<file path="src/rtl/alu_arbiter_if.sv">
// alu_arbiter_if -- bundle of every handshake/bus signal around alu_arbiter.
//
// Parameter:
//   DATA_WIDTH  operand/result width, must equal the arbiter's DATA_WIDTH.
//
// Signal groups:
//   req0_* / req1_*  requester channels (valid/ready, 2-bit op, operands a/b)
//   resp_*           response channel (valid/ready, id, result, overflow, error)
//   alu_*            serial command to the ALU and its completion report
//
// Modports:
//   slave   arbiter view
//   master  environment view (requesters, response sink, ALU)
interface alu_arbiter_if #(
   parameter int unsigned DATA_WIDTH = 8
);
   logic                  req0_valid;
   logic                  req0_ready;
   logic [1:0]            req0_op;
   logic [DATA_WIDTH-1:0] req0_a;
   logic [DATA_WIDTH-1:0] req0_b;

   logic                  req1_valid;
   logic                  req1_ready;
   logic [1:0]            req1_op;
   logic [DATA_WIDTH-1:0] req1_a;
   logic [DATA_WIDTH-1:0] req1_b;

   logic                  resp_valid;
   logic                  resp_ready;
   logic                  resp_id;
   logic [DATA_WIDTH-1:0] resp_result;
   logic                  resp_overflow;
   logic                  resp_error;

   logic                  alu_opcode_valid;
   logic                  alu_opcode;
   logic [DATA_WIDTH-1:0] alu_data;
   logic                  alu_done;
   logic [DATA_WIDTH-1:0] alu_result;
   logic                  alu_overflow;

   modport slave (
      input  req0_valid, req0_op, req0_a, req0_b,
      input  req1_valid, req1_op, req1_a, req1_b,
      input  resp_ready, alu_done, alu_result, alu_overflow,
      output req0_ready, req1_ready,
      output resp_valid, resp_id, resp_result, resp_overflow, resp_error,
      output alu_opcode_valid, alu_opcode, alu_data
   );

   modport master (
      output req0_valid, req0_op, req0_a, req0_b,
      output req1_valid, req1_op, req1_a, req1_b,
      output resp_ready, alu_done, alu_result, alu_overflow,
      input  req0_ready, req1_ready,
      input  resp_valid, resp_id, resp_result, resp_overflow, resp_error,
      input  alu_opcode_valid, alu_opcode, alu_data
   );
endinterface

</file>
<file path="src/rtl/alu_arbiter.sv">
// alu_arbiter -- round-robin arbiter sharing one serial-command ALU between two
// requesters. A granted request is captured, sent to the ALU as three beats
// (start, A with op[0], B with op[1]), and the ALU's answer is returned on the
// response channel tagged with the requester index.
//
// Parameters:
//   DATA_WIDTH      operand/result width (must match the ALU and the interface)
//   TIMEOUT_CYCLES  watchdog limit in WAIT_DONE cycles (timeout build only)
//
// Ports:
//   clk      rising-edge clock
//   reset_n  asynchronous active-low reset
//   bus      alu_arbiter_if.slave: requester, response and ALU signals
//
// Build option:
//   ALU_ARB_TIMEOUT_EN  when defined, a watchdog ends WAIT_DONE after
//                       TIMEOUT_CYCLES cycles without alu_done and answers with
//                       resp_error=1. When undefined, WAIT_DONE waits forever
//                       and resp_error is tied low.
module alu_arbiter #(
   parameter int unsigned DATA_WIDTH     = 8,
   parameter int unsigned TIMEOUT_CYCLES = 16
) (
   input logic         clk,
   input logic         reset_n,
   alu_arbiter_if.slave bus
);

   if (TIMEOUT_CYCLES == 0) begin : g_bad_timeout
      $error("alu_arbiter: TIMEOUT_CYCLES must be at least 1");
   end

   localparam logic [2:0] IDLE        = 3'd0;
   localparam logic [2:0] ISSUE_START = 3'd1;
   localparam logic [2:0] ISSUE_A     = 3'd2;
   localparam logic [2:0] ISSUE_B     = 3'd3;
   localparam logic [2:0] WAIT_DONE   = 3'd4;
   localparam logic [2:0] RESP        = 3'd5;

   logic [2:0]            state_q, state_d;
   // Index of the requester granted last; reset to 1 so req0 wins a tie first.
   logic                  last_q, last_d;
   logic                  id_q, id_d;
   logic [1:0]            op_q, op_d;
   logic [DATA_WIDTH-1:0] a_q, a_d;
   logic [DATA_WIDTH-1:0] b_q, b_d;
   logic [DATA_WIDTH-1:0] result_q, result_d;
   logic                  ovf_q, ovf_d;

   logic any_req;
   logic grant_id;

   assign any_req  = bus.req0_valid | bus.req1_valid;
   // Tie goes to the requester not granted last; otherwise the lone requester.
   assign grant_id = (bus.req0_valid & bus.req1_valid) ? ~last_q : bus.req1_valid;

`ifdef ALU_ARB_TIMEOUT_EN
   localparam int unsigned CntW = (TIMEOUT_CYCLES > 1) ? $clog2(TIMEOUT_CYCLES) : 1;
   localparam logic [CntW-1:0] CntMax = CntW'(TIMEOUT_CYCLES - 1);

   logic [CntW-1:0] cnt_q, cnt_d;
   logic            err_q, err_d;
`endif

   // Next-state logic
   always_comb begin
      state_d  = state_q;
      last_d   = last_q;
      id_d     = id_q;
      op_d     = op_q;
      a_d      = a_q;
      b_d      = b_q;
      result_d = result_q;
      ovf_d    = ovf_q;
`ifdef ALU_ARB_TIMEOUT_EN
      cnt_d    = cnt_q;
      err_d    = err_q;
`endif
      case (state_q)
         IDLE: begin
            if (any_req) begin
               state_d = ISSUE_START;
               last_d  = grant_id;
               id_d    = grant_id;
               op_d    = grant_id ? bus.req1_op : bus.req0_op;
               a_d     = grant_id ? bus.req1_a  : bus.req0_a;
               b_d     = grant_id ? bus.req1_b  : bus.req0_b;
            end
         end
         ISSUE_START: state_d = ISSUE_A;
         ISSUE_A:     state_d = ISSUE_B;
         ISSUE_B: begin
            state_d = WAIT_DONE;
`ifdef ALU_ARB_TIMEOUT_EN
            cnt_d   = '0;
`endif
         end
         WAIT_DONE: begin
            // alu_done is only honoured here; in the expiry cycle it still wins.
            if (bus.alu_done) begin
               state_d  = RESP;
               result_d = bus.alu_result;
               ovf_d    = bus.alu_overflow;
`ifdef ALU_ARB_TIMEOUT_EN
               err_d    = 1'b0;
            end else if (cnt_q == CntMax) begin
               state_d  = RESP;
               result_d = '0;
               ovf_d    = 1'b0;
               err_d    = 1'b1;
            end else begin
               cnt_d    = cnt_q + CntW'(1);
`endif
            end
         end
         RESP: begin
            if (bus.resp_ready) state_d = IDLE;
         end
         default: state_d = IDLE;
      endcase
   end

   always_ff @(posedge clk or negedge reset_n) begin
      if (!reset_n) begin
         state_q  <= IDLE;
         last_q   <= 1'b1;
         id_q     <= 1'b0;
         op_q     <= '0;
         a_q      <= '0;
         b_q      <= '0;
         result_q <= '0;
         ovf_q    <= 1'b0;
      end else begin
         state_q  <= state_d;
         last_q   <= last_d;
         id_q     <= id_d;
         op_q     <= op_d;
         a_q      <= a_d;
         b_q      <= b_d;
         result_q <= result_d;
         ovf_q    <= ovf_d;
      end
   end

`ifdef ALU_ARB_TIMEOUT_EN
   always_ff @(posedge clk or negedge reset_n) begin
      if (!reset_n) begin
         cnt_q <= '0;
         err_q <= 1'b0;
      end else begin
         cnt_q <= cnt_d;
         err_q <= err_d;
      end
   end
`endif

   // Outputs. req_ready is gated by reset_n so every output drops as soon as
   // reset is asserted, even with a request still pending.
   logic in_idle;
   logic in_resp;

   assign in_idle = (state_q == IDLE) & reset_n;
   assign in_resp = (state_q == RESP);

   assign bus.req0_ready = in_idle & any_req & ~grant_id;
   assign bus.req1_ready = in_idle & any_req &  grant_id;

   always_comb begin
      bus.alu_opcode_valid = 1'b0;
      bus.alu_opcode       = 1'b0;
      bus.alu_data         = '0;
      case (state_q)
         ISSUE_START: bus.alu_opcode_valid = 1'b1;
         ISSUE_A: begin
            bus.alu_opcode_valid = 1'b1;
            bus.alu_opcode       = op_q[0];
            bus.alu_data         = a_q;
         end
         ISSUE_B: begin
            bus.alu_opcode_valid = 1'b1;
            bus.alu_opcode       = op_q[1];
            bus.alu_data         = b_q;
         end
         default: ;
      endcase
   end

   assign bus.resp_valid    = in_resp;
   assign bus.resp_id       = in_resp & id_q;
   assign bus.resp_result   = in_resp ? result_q : '0;
   assign bus.resp_overflow = in_resp & ovf_q;
`ifdef ALU_ARB_TIMEOUT_EN
   assign bus.resp_error    = in_resp & err_q;
`else
   assign bus.resp_error    = 1'b0;
`endif

endmodule

</file>
<file path="src/flat_wrapper.sv">
// flat-port wrapper written by rule: the top's interface ports become plain ports
module alu_arbiter_flat 
#(
   parameter int unsigned DATA_WIDTH     = 8,
   parameter int unsigned TIMEOUT_CYCLES = 16
)
  (clk, reset_n, bus_req0_valid, bus_req0_op, bus_req0_a, bus_req0_b, bus_req1_valid, bus_req1_op, bus_req1_a, bus_req1_b, bus_resp_ready, bus_alu_done, bus_alu_result, bus_alu_overflow, bus_req0_ready, bus_req1_ready, bus_resp_valid, bus_resp_id, bus_resp_result, bus_resp_overflow, bus_resp_error, bus_alu_opcode_valid, bus_alu_opcode, bus_alu_data);
  alu_arbiter_if #(.DATA_WIDTH(DATA_WIDTH)) bus_i ();
  input logic clk;
  input logic reset_n;
  input wire logic [$bits(bus_i.req0_valid)-1:0] bus_req0_valid;
  input wire logic [$bits(bus_i.req0_op)-1:0] bus_req0_op;
  input wire logic [$bits(bus_i.req0_a)-1:0] bus_req0_a;
  input wire logic [$bits(bus_i.req0_b)-1:0] bus_req0_b;
  input wire logic [$bits(bus_i.req1_valid)-1:0] bus_req1_valid;
  input wire logic [$bits(bus_i.req1_op)-1:0] bus_req1_op;
  input wire logic [$bits(bus_i.req1_a)-1:0] bus_req1_a;
  input wire logic [$bits(bus_i.req1_b)-1:0] bus_req1_b;
  input wire logic [$bits(bus_i.resp_ready)-1:0] bus_resp_ready;
  input wire logic [$bits(bus_i.alu_done)-1:0] bus_alu_done;
  input wire logic [$bits(bus_i.alu_result)-1:0] bus_alu_result;
  input wire logic [$bits(bus_i.alu_overflow)-1:0] bus_alu_overflow;
  output wire logic [$bits(bus_i.req0_ready)-1:0] bus_req0_ready;
  output wire logic [$bits(bus_i.req1_ready)-1:0] bus_req1_ready;
  output wire logic [$bits(bus_i.resp_valid)-1:0] bus_resp_valid;
  output wire logic [$bits(bus_i.resp_id)-1:0] bus_resp_id;
  output wire logic [$bits(bus_i.resp_result)-1:0] bus_resp_result;
  output wire logic [$bits(bus_i.resp_overflow)-1:0] bus_resp_overflow;
  output wire logic [$bits(bus_i.resp_error)-1:0] bus_resp_error;
  output wire logic [$bits(bus_i.alu_opcode_valid)-1:0] bus_alu_opcode_valid;
  output wire logic [$bits(bus_i.alu_opcode)-1:0] bus_alu_opcode;
  output wire logic [$bits(bus_i.alu_data)-1:0] bus_alu_data;
  assign bus_i.req0_valid = bus_req0_valid;
  assign bus_i.req0_op = bus_req0_op;
  assign bus_i.req0_a = bus_req0_a;
  assign bus_i.req0_b = bus_req0_b;
  assign bus_i.req1_valid = bus_req1_valid;
  assign bus_i.req1_op = bus_req1_op;
  assign bus_i.req1_a = bus_req1_a;
  assign bus_i.req1_b = bus_req1_b;
  assign bus_i.resp_ready = bus_resp_ready;
  assign bus_i.alu_done = bus_alu_done;
  assign bus_i.alu_result = bus_alu_result;
  assign bus_i.alu_overflow = bus_alu_overflow;
  assign bus_req0_ready = bus_i.req0_ready;
  assign bus_req1_ready = bus_i.req1_ready;
  assign bus_resp_valid = bus_i.resp_valid;
  assign bus_resp_id = bus_i.resp_id;
  assign bus_resp_result = bus_i.resp_result;
  assign bus_resp_overflow = bus_i.resp_overflow;
  assign bus_resp_error = bus_i.resp_error;
  assign bus_alu_opcode_valid = bus_i.alu_opcode_valid;
  assign bus_alu_opcode = bus_i.alu_opcode;
  assign bus_alu_data = bus_i.alu_data;
  alu_arbiter #(.DATA_WIDTH(DATA_WIDTH), .TIMEOUT_CYCLES(TIMEOUT_CYCLES)) u_core (.clk(clk), .reset_n(reset_n), .bus(bus_i));
endmodule
</file>
<file path="config.mk">
export PLATFORM = sky130hd
export DESIGN_NAME = alu_arbiter_flat
export DESIGN_NICKNAME = d
export VERILOG_FILES = /design/src/rtl/alu_arbiter_if.sv /design/src/rtl/alu_arbiter.sv /design/src/flat_wrapper.sv
export SDC_FILE = /design/constraint.sdc
export NUM_CORES = 1
export LEC_CHECK = 0
export ABC_AREA = 1
export CAP_MARGIN = 15
export CORE_ASPECT_RATIO = 1.1
export CORE_MARGIN = 2
export CORE_UTILIZATION = 35
export CTS_CLUSTER_SIZE = 10
export DETAILED_ROUTE_END_ITERATION = 16
export PLACE_DENSITY_LB_ADDON = 0.12
export SYNTH_ARGS = -nofsm -noshare
export SYNTH_HDL_FRONTEND = slang
export SYNTH_SLANG_ARGS = --single-unit
</file>
<file path="constraint.sdc">
create_clock -name clk -period 2 [get_ports clk]
set_input_delay 0.6 -clock clk [delete_from_list [all_inputs] [get_ports clk]]
set_output_delay 0.6 -clock clk [all_outputs]
set_load 0.02 [all_outputs]
</file>
Word level (Yosys, flattened, before mapping)
Cells that the tools add are included.

Multiply operators: 0. Eq/ne operators: 8. Div/mod/pow operators: 0. Muxes and demuxes: 12. $add $sub $neg: 0. Shifts and indexed selects: 0. $lt $le $gt $ge: 0. Bitwise logic cells: 10. Reductions and logical operators: 5.

Operator list (number): $mux W8 (3); $pmux W3 S6 (1); $pmux W8 S2 (1); $mux W3 (3); $and A1 B1 Y1 (7); $eq A3 B2 Y1 const B (2); $eq A3 B3 Y1 const B (2); $ne A2 B2 Y1 const B (2); $reduce_and A2 Y1 (2); $eq A3 B1 Y1 const B (1); $logic_not A3 Y1 (1); $reduce_and A3 Y1 (1); $reduce_or A3 Y1 (1); $mux W1 (2); $mux W2 (1); $ne A2 B1 Y1 const B (1); $not A1 Y1 (2); $pmux W1 S2 (1); $or A1 B1 Y1 (1).

Register bits: 32. Memories: 0. Bits in read-only memories: 0. RAM bits: 0. Logic and storage cells: 43. Latch bits: 0. Input port bits: 51.

Depth between registers and ports, before layout
Depth after elaboration: 4. Mapped depth: 7.

Least setup slack after synthesis
No wires, ideal clock.

Kind: input to output. Start: input bus_req1_valid. End: output bus_req0_ready. Setup slack: 0.096 ns. Path buffers: 1. Cell stages on the path: 4. Arrival: 1.304 ns. Data required time: 1.400 ns. Cells stage by stage: buf_2 -> nand2_2 -> inv_1 -> nor3_2.

Cells in the longest elaborated chain, start to end: 4. Elaborated cells on any way between the ends: 6. Classes of those cells: mux: 1; bitwise: 5.

Ends and longest elaborated chain: start: declaration (RTL line flat_wrapper.sv:15) `input wire logic [$bits(bus_i.req1_valid)-1:0] bus_req1_valid;`; $and A1 B1 Y1 (RTL line alu_arbiter.sv:55) `assign grant_id = (bus.req0_valid & bus.req1_valid) ? ~last_q : bus.req1_valid;`; $mux W1 (RTL line alu_arbiter.sv:55); $not A1 Y1 (RTL line alu_arbiter.sv:165) `assign bus.req0_ready = in_idle & any_req & ~grant_id;`; $and A1 B1 Y1 (*) (RTL line alu_arbiter.sv:165); end: declaration (RTL line flat_wrapper.sv:23) `output wire logic [$bits(bus_i.req0_ready)-1:0] bus_req0_ready;`.

Mark *: on every way between the ends. The rest lies on a longest branch, timed or not.

Final worst setup path
Start: register u_core.state_q[1]. End: output bus_alu_data[7].

Cells in the longest elaborated chain, start to end: 2. Elaborated cells on any way between the ends: 3. Classes of those cells: eq/ne: 2; mux: 1.

Ends and longest elaborated chain: start: declaration (RTL line alu_arbiter.sv:40) `logic [2:0] state_q, state_d;`; start signal: assignment (RTL line alu_arbiter.sv:134) `state_q <= state_d;`; $eq A3 B2 Y1 (RTL line alu_arbiter.sv:172) `case (state_q)`; $pmux W8 S2 (*) (RTL line alu_arbiter.sv:172); end: declaration (RTL line flat_wrapper.sv:32) `output wire logic [$bits(bus_i.alu_data)-1:0] bus_alu_data;`.

Marked as above.

==> results.sh <==
export IMPL_worst_path_max_fanout=10
export IMPL_antenna_found_initial=0
export IMPL_violations="setup timing"
export IMPL_via_per_inst=4.475
export IMPL_mostFrequentLayoutCell="nand2_1"
export IMPL_switching_share_pct=41.08
export IMPL_finalCritPeriodShare_pct=101.5
export IMPL_worstPathArrival_ns=1.43
export IMPL_max_cap_viol_count=0
export IMPL_die_area_mm2=0.005855
export IMPL_die_y_um=80.06
export IMPL_die_w_um=73.14
export IMPL_antenna_cells=0
export IMPL_design_area_mm2=0.002835
export IMPL_skew_ns=0.005586
export IMPL_nets=400
export IMPL_grt_overflow=0
export IMPL_start_util_pct=36.56
export IMPL_cts_buffers=5
export IMPL_drv_slew=0
export IMPL_syn_area_mm2=0.001841
export IMPL_crit_required_ns=1.40
export IMPL_min_period_ns=2.031
export IMPL_synth_area_leaders="dfrtp_1, nand2_1, inv_1, nand3_1, nor2_1"
export IMPL_clkSlewWorstSetupHoldPaths_ns=0.06
export IMPL_hold_viol=0
export IMPL_rows=27
export IMPL_globalplace_congestion=0.7304
export IMPL_leakagePower_nw=1.512
export IMPL_rsz0062_at_grt="yes"
export IMPL_cts_sinks=32
export IMPL_core_area_mm2=0.005034
export IMPL_track_usage_pct=17.31
export IMPL_yosysWarnings=0
export IMPL_drive_gt1_share_pct=22.57
export IMPL_cts_tree="built"
export IMPL_grt_pass1_vias=1731
export IMPL_synth_seq_area_share_pct=43.58
export IMPL_post_synth_num_cell_types=25
export IMPL_p_comb_share_pct=54.1
export IMPL_htree_levels=2
export IMPL_grt_max_degree=33
export IMPL_ir_drop_v=0.0004800
export IMPL_clk_latency_ns=0.28
export IMPL_final_core_util_pct=56.33
export IMPL_fin_ws_ns=-0.03094
export IMPL_cts_root_buf="clkbuf_8"
export IMPL_setup_tns_ns=-0.09056
export IMPL_cp_end_kind="output pin"
export IMPL_drt_iter0_markers=53
export IMPL_dp_cells=393
export IMPL_synthCells=258
export IMPL_max_freq_mhz=492.4
export IMPL_p_seq_share_pct=31.5
export IMPL_firstDrtPassIters=4
export IMPL_hold_path_class="reg -> reg"
export IMPL_io_buffers=73
export IMPL_avgRoutedWirePerCell_um=11.41
export IMPL_syn_nets=309
export IMPL_vias=1826
export IMPL_wl_um=4657
export IMPL_drc=0
export IMPL_power_density_mw_per_mm2=1235
export IMPL_syn2layout_area_growth_pct=54.04
export IMPL_cp_start_kind="flip-flop"
export IMPL_p_int_w=0.002063
export IMPL_avgSynthCellArea_um2=7.134
export IMPL_synth_area_leader_cell="dfrtp_1"
export IMPL_pin_count=75
export IMPL_place_area_mm2=0.002676
export IMPL_crit_type="reg -> out"
export IMPL_status="complete, but fails checks"
export IMPL_fin_cells=408
export IMPL_power_frac_clock_pct=14.4
export IMPL_synth_top_area_share_pct=42.15
export IMPL_p_switching_w=0.001439
export IMPL_grt_pass1_wl_um=7721
export IMPL_cts_max_path_buffers=2
export IMPL_setup_viol=5
export IMPL_nFillCells=512
export IMPL_place_ws_ns=-0.7938
export IMPL_hpwl_um=3315
export IMPL_antenna_left=0
export IMPL_ys_ff_latch=32
export IMPL_final_cell_mix="nand2_1, clkdlybuf4s50_1, inv_1"
layer usage:
layer / global-route usage [%] / share of wire [%] / wire, um
met1: 21.43 / 45 / 2080
met2: 28.29 / 47 / 2207
met3: 4.141 / 5.9 / 277
met4: 7.778 / 2.0 / 91
met5: 0 / 0 / 0
worst paths after layout:
| path | startpoint | endpoint | slack [ns] | cells after the start |
|---|---|---|---|---|
| worst max-delay path | u_core.state_q[1]$_DFFE_PN0P_ | bus_alu_data[7] | -0.03 | 5 |
| worst max register to register | u_core.state_q[1]$_DFFE_PN0P_ | u_core.result_q[0]$_DFFE_PN0P_ | 0.64 | 6 |
| worst min register to register | u_core.b_q[0]$_DFFE_PN0P_ | u_core.b_q[0]$_DFFE_PN0P_ | 0.48 | 2 |
| min in group asynchronous | reset_n | u_core.result_q[5]$_DFFE_PN0P_ | 0.49 | 2 |
| max in group asynchronous | reset_n | u_core.last_q$_DFFE_PN1P_ | 1.18 | 2 |
| worst min-delay path | u_core.b_q[0]$_DFFE_PN0P_ | u_core.b_q[0]$_DFFE_PN0P_ | 0.48 | 2 |
cell usage after synthesis (all sizes together):
cell type    n
dfrtp       31
nand2      100
nand3       25
conb         1
o21ai        3
inv         37
buf         11
nor2        28
a21oi       10
dfstp        1
o22ai        9
nor3         1
nand3b       1
registers in the layout, summed over array words and instances (netlist names):
register,cells
u_core.op_q,2
u_core.ovf_q,1
u_core.result_q,8
u_core.id_q,1
u_core.last_q,1
u_core.b_q,8
u_core.a_q,8
u_core.state_q,3
cell families (layout without fill, tap and decap cells):
kind of cell    after synthesis  count (layout)  synth area share (%)
compound gates               22              22                 7.002
buf+inv                      48             140                 11.90
flops                        32              32                 43.58
other cells                   1               1                0.2037
simple gates                155             155                 37.32
cell type report:
cell class                      count  area (um^2)  share of cell area (%)
Multi-Input combinational cell    178        883.3                   31.16
Timing Repair Buffer               95        845.8                   29.83
Sequential cell                    32        804.5                   28.38
Inverter                           37        138.9                   4.898
Clock buffer                        8        90.09                   3.177
Tap cell                           58        72.57                   2.560
critical path, cell delays in order (launching register included):
cell	delay, ns
dfrtp_2	0.39
buf_6	0.11
buf_6	0.09
nand3_4	0.16
o22ai_1	0.21
buf_2	0.19
metrics by stage:
step                      hold slack, ns  power, W
final                             0.4765  0.003502
after global routing              0.5025  0.003818
after CTS                         0.4826  0.003381
after detailed placement          0.4659  0.002835
after global placement            0.4618  0.002805
after floorplan                   0.3044  0.002190
power groups by stage:
stage / combinational, W / sequential (W) / clock (W)
after floorplan: 0.00108 / 0.00111 / 0
after global placement: 0.00170 / 0.00111 / 0
after detailed placement: 0.00172 / 0.00112 / 0
after CTS: 0.00175 / 0.00110 / 0.000531
after global routing: 0.00212 / 0.00114 / 0.000556
final: 0.00190 / 0.00110 / 0.000504
repair_timing:
action,in CTS,in global routing
gates resized for setup,107,25
gates cloned,0,1
setup buffers,4,2
pin swaps,0,2
endpoints found under the setup margin,23,13
hold buffers,0,0
hold endpoints to repair,0,0
No activity file was read; power rests on OpenSTA's default activity.
